**config.mk**
```make
export PLATFORM = sky130hd
export DESIGN_NAME = sr_cmd_debounce
export DESIGN_NICKNAME = d
export VERILOG_FILES = /design/src/rtl/sr_cmd_pkg.sv /design/src/rtl/sr_debounce.sv /design/src/rtl/sr_cmd_debounce.sv
export SDC_FILE = /design/constraint.sdc
export NUM_CORES = 1
export LEC_CHECK = 0
export ABC_AREA = 1
export BUFFER_PORTS_ARGS = -buffer_cell sky130_fd_sc_hd__buf_4
export CAP_MARGIN = 25
export CORE_UTILIZATION = 35
export CTS_CLUSTER_DIAMETER = 50
export CTS_CLUSTER_SIZE = 30
export DETAILED_ROUTE_END_ITERATION = 8
export PLACE_DENSITY = 0.58
export SYNTH_ARGS = -nofsm -noshare
export SYNTH_HDL_FRONTEND = slang
export SYNTH_SLANG_ARGS = --single-unit
```
**constraint.sdc**
```tcl
create_clock -name clk -period 1.35 [get_ports clk]
set_input_delay 0.0675 -clock clk [delete_from_list [all_inputs] [get_ports clk]]
set_output_delay 0.0675 -clock clk [all_outputs]
set_load 0.01 [all_outputs]
```
**src/rtl/sr_cmd_pkg.sv**
```systemverilog
// Shared types and sizing helpers for the SR command front end.
// Holds the command FSM state encoding and the counter-width helper.
package sr_cmd_pkg;

  typedef enum logic [1:0] {
    IDLE  = 2'd0,
    SET_P = 2'd1,
    CLR_P = 2'd2,
    GUARD = 2'd3
  } state_t;

  // Bits needed for a counter that must hold values 0..max(a,b).
  function automatic int cnt_width(input int a, input int b);
    return $clog2(((a > b) ? a : b) + 1);
  endfunction

endpackage

```
**src/rtl/sr_debounce.sv**
```systemverilog
// Two-flop synchroniser followed by a stable-count debouncer.
// db follows the synchronised input once it has differed from db for DEB_CYCLES edges.
module sr_debounce
  import sr_cmd_pkg::*;
#(
  parameter int DEB_CYCLES = 4
) (
  input  logic clk,
  input  logic reset,
  input  logic raw,
  output logic db
);

  localparam int             CW       = cnt_width(DEB_CYCLES, DEB_CYCLES);
  localparam logic [CW-1:0]  CNT_LAST = CW'(DEB_CYCLES - 1);

  logic          sync1;
  logic          sync2;
  logic [CW-1:0] cnt;

  // NOTE: non-blocking assignments so every flop samples its neighbour's pre-edge value.
  always_ff @(posedge clk) begin
    if (reset) begin
      sync1 <= 1'b0;
      sync2 <= 1'b0;
      cnt   <= '0;
      db    <= 1'b0;
    end else begin
      sync1 <= raw;
      sync2 <= sync1;
      if (sync2 == db) begin
        cnt <= '0;
      end else if (cnt == CNT_LAST) begin
        db  <= ~db;
        cnt <= '0;
      end else begin
        cnt <= cnt + CW'(1);
      end
    end
  end

endmodule

```
**src/rtl/sr_cmd_debounce.sv**
```systemverilog
// Debounced set/clear push-buttons turned into clean, non-overlapping s/r pulses
// for the SR flip-flop; clear always wins over a concurrent or pending set.
module sr_cmd_debounce
  import sr_cmd_pkg::*;
#(
  parameter int DEB_CYCLES   = 4,
  parameter int PULSE_CYCLES = 2,
  parameter int GUARD_CYCLES = 1
) (
  input  logic clk,
  input  logic reset,
  input  logic set_raw,
  input  logic clr_raw,
  output logic s,
  output logic r,
  output logic set_db,
  output logic clr_db,
  output logic busy,
  output logic conflict
);

  localparam int            TW         = cnt_width(PULSE_CYCLES, GUARD_CYCLES);
  localparam logic [TW-1:0] PULSE_LOAD = TW'(PULSE_CYCLES - 1);
  localparam logic [TW-1:0] GUARD_LOAD = TW'(GUARD_CYCLES - 1);

  state_t        state;
  state_t        next_state;
  logic [TW-1:0] tmr;
  logic [TW-1:0] tmr_next;
  logic          set_db_q;
  logic          clr_db_q;
  logic          set_rise;
  logic          clr_rise;
  logic          set_pend;
  logic          clr_pend;
  logic          set_pend_next;
  logic          clr_pend_next;
  logic          s_next;
  logic          r_next;
  logic          busy_next;
  logic          conflict_next;

  sr_debounce #(.DEB_CYCLES(DEB_CYCLES)) u_set_deb (
    .clk   (clk),
    .reset (reset),
    .raw   (set_raw),
    .db    (set_db)
  );

  sr_debounce #(.DEB_CYCLES(DEB_CYCLES)) u_clr_deb (
    .clk   (clk),
    .reset (reset),
    .raw   (clr_raw),
    .db    (clr_db)
  );

  assign set_rise = set_db & ~set_db_q;
  assign clr_rise = clr_db & ~clr_db_q;

  always_ff @(posedge clk) begin
    if (reset) begin
      state    <= IDLE;
      tmr      <= '0;
      set_db_q <= 1'b0;
      clr_db_q <= 1'b0;
      set_pend <= 1'b0;
      clr_pend <= 1'b0;
      s        <= 1'b0;
      r        <= 1'b0;
      busy     <= 1'b0;
      conflict <= 1'b0;
    end else begin
      state    <= next_state;
      tmr      <= tmr_next;
      set_db_q <= set_db;
      clr_db_q <= clr_db;
      set_pend <= set_pend_next;
      clr_pend <= clr_pend_next;
      s        <= s_next;
      r        <= r_next;
      busy     <= busy_next;
      conflict <= conflict_next;
    end
  end

  // NOTE: every variable gets a default first so no path through the case infers a latch.
  always_comb begin
    next_state = state;
    tmr_next   = tmr;
    case (state)
      IDLE: begin
        if (clr_pend || clr_rise) begin
          next_state = CLR_P;
          tmr_next   = PULSE_LOAD;
        end else if (set_pend || set_rise) begin
          next_state = SET_P;
          tmr_next   = PULSE_LOAD;
        end
      end
      SET_P, CLR_P: begin
        if (tmr == '0) begin
          next_state = GUARD;
          tmr_next   = GUARD_LOAD;
        end else begin
          tmr_next = tmr - TW'(1);
        end
      end
      GUARD: begin
        if (tmr == '0) begin
          next_state = IDLE;
        end else begin
          tmr_next = tmr - TW'(1);
        end
      end
      default: next_state = IDLE;
    endcase
  end

  // A clear rise discards any set that is arriving or already waiting.
  always_comb begin
    conflict_next = clr_rise & (set_rise | set_pend);
    clr_pend_next = clr_pend | clr_rise;
    set_pend_next = set_pend | set_rise;
    if (state == IDLE && next_state == CLR_P) clr_pend_next = 1'b0;
    if (clr_rise || (state == IDLE && next_state == SET_P)) set_pend_next = 1'b0;
    s_next    = (next_state == SET_P);
    r_next    = (next_state == CLR_P);
    busy_next = (next_state != IDLE);
  end

endmodule

```
==> results.py, run 1 <==
metrics = {
    "outcome": {
        "status": "completed",
    },
    "critical_path": {
        "crit_top_cell": "inv_2",
        "r2r_end": "clr_pend",
        "r2r-start": "state[1]",
        "crit_fanout": 4,
        "r2r_slack_ns": 0.10,
        "crit_slowest_cell": "dfxtp_2",
        "critPathKind": "reg -> reg",
        "critical_path.top_delay_family": "flip-flops",
        "worstRegToRegCells": 9,
        "worstPathRequired_ns": 1.57,
        "cp.arrival_ns": 1.47,
        "path_depth": 9,
        "cp-start-kind": "register",
        "crit_path_start": "state[1]",
        "crit_chain": "inv_2, ha_4, inv_2, nand2_2, o211ai_1, nand2_2, inv_2, nor2_2, nor2_1",
        "critPathCapture": "clr_pend",
        "end_kind": "register",
        "path_buf_inv": 3,
        "slowest_delay_ns": 0.37,
    },
    "cells_and_area": {
        "fillCellCount": 270,
        "regArea_um2": 485,
        "multi_input_area_um2": 522,
        "area_delta_synth_final_pct": 28.9,
        "final_cell_area_um2": 1370,
        "mostFrequentLayoutCells": "inv_1, dfxtp_1, buf_4, nand2_1, nor2_1",
        "drive_gt1_frac": 0.368,
        "finish.utilization": 0.485,
        "antenna_cells": 0,
        "nets": 170,
    },
    "sta": {
        "period_needed_ns": 1.25,
        "finalSetupViolations": 0,
        "fin_tns_setup_ns": 0,
        "fin_skew_ns": 0.000955,
        "slew_violations": 0,
        "worstMarginPinSlew_ns": 0.291,
        "setup_slack_ns": 0.103,
        "fmax_mhz": 802,
        "finalCritPeriodShare": 0.923,
        "hold_violations": 0,
        "slew_headroom": 0.805,
    },
    "die": {
        "initial_core_util": 0.376,
        "die_x_um": 57.2,
        "die_y_um": 57.2,
        "core_area_um2": 2830,
        "die-area_um2": 3270,
        "num_io_pins": 10,
        "rows": 19,
    },
    "clock_network": {
        "cts_tree": "yes",
        "clockBufferDepth": 2,
        "clock_latency_ns": 0.31,
        "clkSinkCount": 24,
        "cts.clk_slew.worst_paths_ns": 0.13,
        "cts_buffers": 3,
        "root_buffer": "clkbuf_4",
        "htree_levels": 1,
    },
    "job": {
        "max_cap_viol_count": 0,
    },
    "synthesis": {
        "seq_area_frac_synth": 0.451,
        "syn_inst": 131,
        "synth_seq_cells": 24,
        "ys_types": 17,
        "synth_nets": 145,
        "ys_warn_count": 0,
        "synth_area_um2": 1060,
        "postSynthAreaPerCell_um2": 8.13,
    },
    "routing": {
        "first_pass_iters": 4,
        "dr_total_vias": 819,
        "final_antenna_net_count": 0,
        "viasPerCell": 4.40,
        "drtIter0Drc": 7,
        "drc": 0,
        "wl_um": 1700,
        "wl_per_cell_um": 9.15,
    },
    "global_route": {
        "grt_max_degree": 15,
        "antenna_found_initial": 0,
        "grt.overflow.total": 0,
        "grtUsageTotal": 0.119,
        "grt_pass1_wl_um": 3090,
        "grt_pass1_vias": 785,
    },
    "placement": {
        "placed_cell_area_um2": 1230,
        "dp_slack_ns": 0.00595,
        "hpwlAfterDp_um": 1290,
        "place_congestion": 0.724,
        "io_buffer_count": 9,
    },
    "power_and_ir_drop": {
        "p_total_uw": 1270,
        "power.density_nw_per_um2": 924,
        "leakage_uw": 0.000626,
        "ir_drop_mv": 0.976,
    },
    "min_path": {
        "hold_class": "reg -> reg",
        "min_from": "u_clr_deb.sync1",
    },
}
[worst min-delay path by stage]
| stage | end | depth (start not counted) |
|---|---|---|
| 2_1_floorplan | u_clr_deb.sync1 | 2 |
| 3_3_place_gp | u_clr_deb.sync1 | 3 |
| 3_5_place_dp | u_set_deb.sync1 | 3 |
| 4_1_cts | u_clr_deb.sync2 | 2 |
| 5_1_grt | u_set_deb.sync2 | 2 |
| 6_report | u_clr_deb.sync2 | 2 |
[per-stage QoR]
step,hold WS [ns],std cells
after floorplan,0.174,131
after global placement,0.267,178
after detailed placement,0.279,178
after CTS,0.412,185
after global routing,0.422,186
final,0.409,186
[power breakdown]
part / switching, µW / internal (µW) / leakage, µW
clock: 212 / 300 / 0.0000279
combinational: 18.8 / 18.2 / 0.000402
sequential: 3.21 / 716 / 0.000196
[worst reg2reg max path, cell delays in order, from the launching register on]
cell and delay, ns:
dfxtp_2 0.37, inv_2 0.05, ha_4 0.26, inv_2 0.03, nand2_2 0.06, o211ai_1 0.10, nand2_2 0.13, inv_2 0.04
nor2_2 0.09, nor2_1 0.05
[metal layers]
layer  share of wire  global-route usage  vias up
met4          0.0059              0.0105        0
met1            0.48               0.138      359
met5               0                   0        -
li1                -                   -      444
met2            0.47               0.218       14
met3           0.039              0.0431        2
[synth_stat cells]
cell type	instances	area share
a21oi_1	5	0.023
a21oi_2	4	0.033
buf_2	1	0.0047
clkinv_1	1	0.0035
dfxtp_1	24	0.45
ha_1	10	0.12
inv_1	27	0.095
nand2_1	17	0.060
nand2_2	7	0.041
nand2_4	1	0.011
nand3_1	6	0.028
nand3_2	2	0.019
nor2_1	17	0.060
nor2_2	3	0.018
nor3_1	1	0.0047
o211ai_1	3	0.021
o21ai_0	2	0.0094
[area by class of cell]
type | count | area share
clock buffers | 3 | 0.0164
flip-flops and latches | 24 | 0.354
multi-input cells | 78 | 0.380
clock inverters | 1 | 0.0219
well taps | 31 | 0.0283
inverters | 28 | 0.0766
repair buffers | 21 | 0.123
[state kept, by name, indices dropped and copies added (netlist names), 2 cells and up]
signal	count
tmr	2
state	2
u_clr_deb.cnt	3
u_set_deb.cnt	3
[logic make-up after synthesis]
| kind of cell | after synthesis | synth area share |
|---|---|---|
| flip-flops | 24 | 0.451 |
| buffers and inverters | 29 | 0.103 |
| adder cells (fa/ha/maj) | 10 | 0.118 |
| AO/OA/AOI/OAI | 14 | 0.0869 |
| AND/OR/NAND/NOR | 54 | 0.241 |
[repair_timing]
item | 4_1_cts | 5_1_grt
resized for setup | 2 | 19
setup endpoints to repair | 1 | 7
setup buffers | 0 | 1
hold endpoints to repair | 4 | 0
hold buffers | 3 | 0
pin swaps | 1 | 6
Power figures use the tool's default switching activity.
==> run 2: changes to the inputs <==
--- a/config.mk
+++ b/config.mk
@@ -13,4 +13,5 @@
 export CTS_CLUSTER_SIZE = 30
 export DETAILED_ROUTE_END_ITERATION = 8
+export HOLD_SLACK_MARGIN = 0.08
 export PLACE_DENSITY = 0.58
 export SYNTH_ARGS = -nofsm -noshare
==> constraint.sdc (replaced) <==
create_clock -name clk -period 1.35 [get_ports clk]
set_input_delay 0.27 -clock clk [delete_from_list [all_inputs] [get_ports clk]]
set_output_delay 0.27 -clock clk [all_outputs]
set_load 0.01 [all_outputs]
==> run 2 against run 1 <==
Effect of this change:
- sequential power barely moved
- combinational power fell by 19%
- fmax about the same
- clock skew hardly changed
- non-clock buffer count down 3
- highest routed layer unchanged
- register-to-register slack barely moved
- flip-flop and latch count unchanged
- cell area down 2.2%
- routed wire length down 2.4%
- clock power is essentially flat
- die area is the same
==> results.py, run 2 (same netlist as run 1, synthesis figures left out) <==
metrics = {
    "power_and_ir_drop": {
        "leakage_uw": 0.000614,
        "p_total_uw": 1260,
        "ir_drop_mv": 1.01,
        "power.density_nw_per_um2": 940,
    },
    "cells_and_area": {
        "area_delta_synth_final_pct": 26.1,
        "final_cell_area_um2": 1340,
        "nets": 167,
        "reg_top3": "u_clr_deb.cnt x3, u_set_deb.cnt x3",
        "fillCellCount": 273,
        "drive_gt1_frac": 0.375,
        "final_cell_count_no_fill": 183,
        "mostFrequentLayoutCells": "inv_1, dfxtp_1, buf_4, nand2_1, nor2_1",
        "antenna_cells": 0,
    },
    "sta": {
        "period_needed_ns": 1.25,
        "fmax_mhz": 802,
        "fin_tns_setup_ns": 0,
        "fin_skew_ns": 0.00142,
        "worstMarginPinSlew_ns": 0.290,
        "finalSetupViolations": 0,
        "slew_headroom": 0.806,
        "hold_violations": 0,
        "finalCritPeriodShare": 0.923,
        "setup_slack_ns": 0.103,
        "slew_violations": 0,
    },
    "critical_path": {
        "critPathKind": "reg -> reg",
        "end_kind": "register",
        "worstRegToRegCells": 9,
        "worstPathRequired_ns": 1.58,
        "crit_fanout": 4,
        "cp.arrival_ns": 1.47,
        "cp-start-kind": "register",
    },
    "clock_network": {
        "clockBufferDepth": 2,
        "cts_hold_buf": 0,
        "clock_latency_ns": 0.31,
        "clkSinkCount": 24,
        "htree_levels": 1,
        "cts.clk_slew.worst_paths_ns": 0.13,
        "cts_buffers": 3,
        "root_buffer": "clkbuf_4",
        "cts_tree": "yes",
    },
    "placement": {
        "placed_cell_area_um2": 1230,
        "hpwlAfterDp_um": 1290,
        "dp.cells": 178,
        "io_buffer_count": 9,
        "dp_slack_ns": 0.00595,
        "place_congestion": 0.724,
    },
    "routing": {
        "drc": 0,
        "dr_total_vias": 808,
        "drtIter0Drc": 6,
        "final_antenna_net_count": 0,
        "viasPerCell": 4.42,
        "wl_um": 1660,
        "first_pass_iters": 4,
        "wl_per_cell_um": 9.08,
    },
    "die": {
        "die-area_um2": 3270,
        "rows": 19,
        "die_y_um": 57.2,
        "core_area_um2": 2830,
        "initial_core_util": 0.376,
        "die_x_um": 57.2,
        "num_io_pins": 10,
    },
    "global_route": {
        "grt_max_degree": 15,
        "grtUsageTotal": 0.117,
        "grt_pass1_wl_um": 3030,
        "grt.overflow.total": 0,
        "antenna_found_initial": 0,
        "grt_pass1_vias": 760,
    },
    "min_path": {
        "hold_class": "in -> reg",
        "hold_path_depth": 3,
    },
    "outcome": {
        "status": "completed",
    },
    "job": {
        "max_cap_viol_count": 0,
    },
}
-- run 2: cell count changes in the layout (fill, tap and decap cells not counted) --
| cell | previous run | this run |
|---|---|---|
| dlygate4sd3_1 | 3 | 0 |
-- run 2: report_power, final --
group | total, µW | internal, µW | switching [µW]
clock network | 513 | 300 | 213
logic | 30.1 | 12.6 | 17.5
registers | 719 | 716 | 3.20
total | 1260 | 1030 | 234
-- run 2: worst max-delay path, cell delays in order, from the launching register on --
cell,delay (ns)
dfxtp_2,0.37
inv_2,0.05
ha_4,0.26
inv_2,0.03
nand2_2,0.06
o211ai_1,0.10
nand2_2,0.13
inv_2,0.04
nor2_2,0.09
nor2_1,0.05
-- run 2: final cells by class --
type / instances / area [µm²] / share of cell area
sequential: 24 / 485 / 0.362
multi-input combinational: 78 / 522 / 0.389
clock buffer: 3 / 22.5 / 0.0168
timing repair buffer: 18 / 139 / 0.103
clock inverter: 1 / 30.0 / 0.0224
inverter: 28 / 105 / 0.0783
tap: 31 / 38.8 / 0.0289
-- run 2: metal layers --
| layer | up-vias | share of wire | GRT usage |
|---|---|---|---|
| met5 | - | 0 | 0 |
| met2 | 14 | 0.47 | 0.208 |
| li1 | 439 | - | - |
| met4 | 0 | 0.0060 | 0.0105 |
| met1 | 353 | 0.49 | 0.138 |
| met3 | 2 | 0.041 | 0.0431 |
-- run 2: final timing paths --
path / startpoint / to / slack, ns
worst min-delay path: set_raw / u_set_deb.sync1 / 0.15
worst max-delay path: state[1] / clr_pend / 0.10
worst min register to register: u_clr_deb.sync1 / u_clr_deb.sync2 / 0.41
worst max register to register: state[1] / clr_pend / 0.10
-- run 2: what timing repair did --
item / in CTS / in global routing
pin swaps: 1 / 6
resized for setup: 2 / 19
setup endpoints to repair: 1 / 7
setup buffers: 0 / 1
-- run 2: metrics by stage --
step | utilization | hold WS [ns]
finish | 0.475 | 0.149
global placement | 0.433 | 0.391
global route | 0.475 | 0.130
floorplan | - | 0.377
CTS | 0.454 | 0.146
detailed placement | 0.433 | 0.394
==> run 3: changes to the inputs <==
Settings changed: CELL_PAD_IN_SITES_DETAIL_PLACEMENT set to 2, CELL_PAD_IN_SITES_GLOBAL_PLACEMENT set to 2, CORE_UTILIZATION 35 to 30, PLACE_DENSITY 0.58 to 0.76.
==> run 3 against run 2 <==
Effect of this change:
- final cell count up 8.7%
- sequential share of layout area is 1.1 points lower
- setup slack got worse by 0.069 ns
- critical path depth stayed put
- die area grew 16%
- largest cell class unchanged
==> results.py, run 3 (same netlist as run 1, synthesis figures left out) <==
metrics = {
    "cells_and_area": {
        "area_delta_synth_final_pct": 30.0,
        "drive_gt1_frac": 0.405,
        "fillCellCount": 405,
        "final_cell_area_um2": 1380,
        "final_cell_count_no_fill": 199,
        "reg_top3": "u_clr_deb.cnt x3, u_set_deb.cnt x3",
        "antenna_cells": 0,
        "nets": 168,
        "mostFrequentLayoutCells": "inv_1, dfxtp_1, buf_4, nor2_1, nand2_1",
    },
    "die": {
        "num_io_pins": 10,
        "die_x_um": 61.6,
        "initial_core_util": 0.317,
        "rows": 21,
        "die-area_um2": 3790,
        "die_y_um": 61.6,
        "core_area_um2": 3360,
    },
    "clock_network": {
        "cts_tree": "yes",
        "cts_hold_buf": 0,
        "cts_buffers": 3,
        "clock_latency_ns": 0.32,
        "root_buffer": "clkbuf_4",
        "clockBufferDepth": 2,
        "htree_levels": 1,
        "clkSinkCount": 24,
        "cts.clk_slew.worst_paths_ns": 0.13,
    },
    "placement": {
        "dp.cells": 194,
        "place_congestion": 0.770,
        "placed_cell_area_um2": 1250,
        "hpwlAfterDp_um": 1970,
        "io_buffer_count": 9,
    },
    "global_route": {
        "grt_pass1_vias": 947,
        "grt_pass1_wl_um": 3920,
        "grt.overflow.total": 0,
        "antenna_found_initial": 0,
        "grt_max_degree": 15,
        "grtUsageTotal": 0.146,
    },
    "sta": {
        "slew_headroom": 0.795,
        "finalCritPeriodShare": 0.974,
        "slew_violations": 0,
        "worstMarginPinSlew_ns": 0.306,
        "fin_tns_setup_ns": 0,
        "grt_setup_unrepaired": "true",
        "period_needed_ns": 1.32,
        "fin_skew_ns": 0.00341,
        "finalSetupViolations": 0,
        "fmax_mhz": 760,
        "hold_violations": 0,
    },
    "routing": {
        "wl_um": 2470,
        "drtIter0Drc": 18,
        "drc": 0,
        "viasPerCell": 4.44,
        "wl_per_cell_um": 12.4,
        "dr_total_vias": 883,
        "final_antenna_net_count": 0,
        "first_pass_iters": 3,
    },
    "power_and_ir_drop": {
        "ir_drop_mv": 0.456,
        "leakage_uw": 0.000619,
        "power.density_nw_per_um2": 917,
    },
    "critical_path": {
        "crit_slowest_cell": "dfxtp_2",
        "worstPathRequired_ns": 1.58,
        "crit_chain": "inv_2, ha_4, inv_2, nand2_2, o211ai_1, nand2_2, inv_4, nor2_4, nor2_2",
        "cp-start-kind": "register",
        "crit_fanout": 4,
        "critPathKind": "reg -> reg",
        "slowest_delay_ns": 0.36,
        "cp.arrival_ns": 1.55,
        "end_kind": "register",
    },
    "outcome": {
        "status": "completed",
    },
    "job": {
        "max_cap_viol_count": 0,
    },
    "min_path": {
        "hold_class": "in -> reg",
    },
}
-- run 3: path summary, 6_finish.rpt --
path	slack (ns)	to	from	cells past startpoint
max	0.03	clr_pend	state[0]	9
min reg2reg	0.42	u_clr_deb.sync2	u_clr_deb.sync1	2
min	0.15	u_clr_deb.sync1	clr_raw	3
max reg2reg	0.03	clr_pend	state[0]	9
-- run 3: repair_timing --
item                                    CTS  global route
cloned                                    0             0
endpoints found under the setup margin    7             6
buffers inserted                          1             0
gates resized for setup                  21             5
pin swaps                                 6             6
-- run 3: area by class of cell --
class,count,area (µm²),area share
Timing Repair Buffer,19,143,0.103
Tap cell,46,57.6,0.0416
Multi-Input combinational cell,78,538,0.389
Clock buffer,3,22.5,0.0163
Inverter,28,108,0.0778
Clock inverter,1,30.0,0.0217
Sequential cell,24,485,0.351
-- run 3: metal layers --
metal | track usage | part of all wire
met1 | 0.151 | 0.41
met2 | 0.278 | 0.55
met3 | 0.0378 | 0.028
met4 | 0.0571 | 0.017
met5 | 0 | 0
-- run 3: report_power, final --
part           switching [µW]  internal, µW
clock network             217           300
logic                    19.2          12.7
registers                3.54           716
total                     240          1030
-- run 3: through the flow --
step	hold WS (ns)	util	setup slack, ns	power, µW
global placement	0.393	0.372	0.0306	764
global route	0.134	0.411	-0.0281	1310
detailed placement	0.400	0.372	-0.0927	767
CTS	0.138	0.408	-0.00199	1290
floorplan	0.377	-	0.0344	753
finish	0.152	0.411	0.0349	1270
-- run 3: worst max-delay path: cells and delay by family (launching register included) --
| family | cells | cell delay [ns] |
|---|---|---|
| flip-flops | 1 | 0.36 |
| AND/OR/NAND/NOR | 4 | 0.36 |
| adder cells (fa/ha/maj) | 1 | 0.26 |
| AO/OA/AOI/OAI | 1 | 0.11 |
| buffers and inverters | 3 | 0.14 |
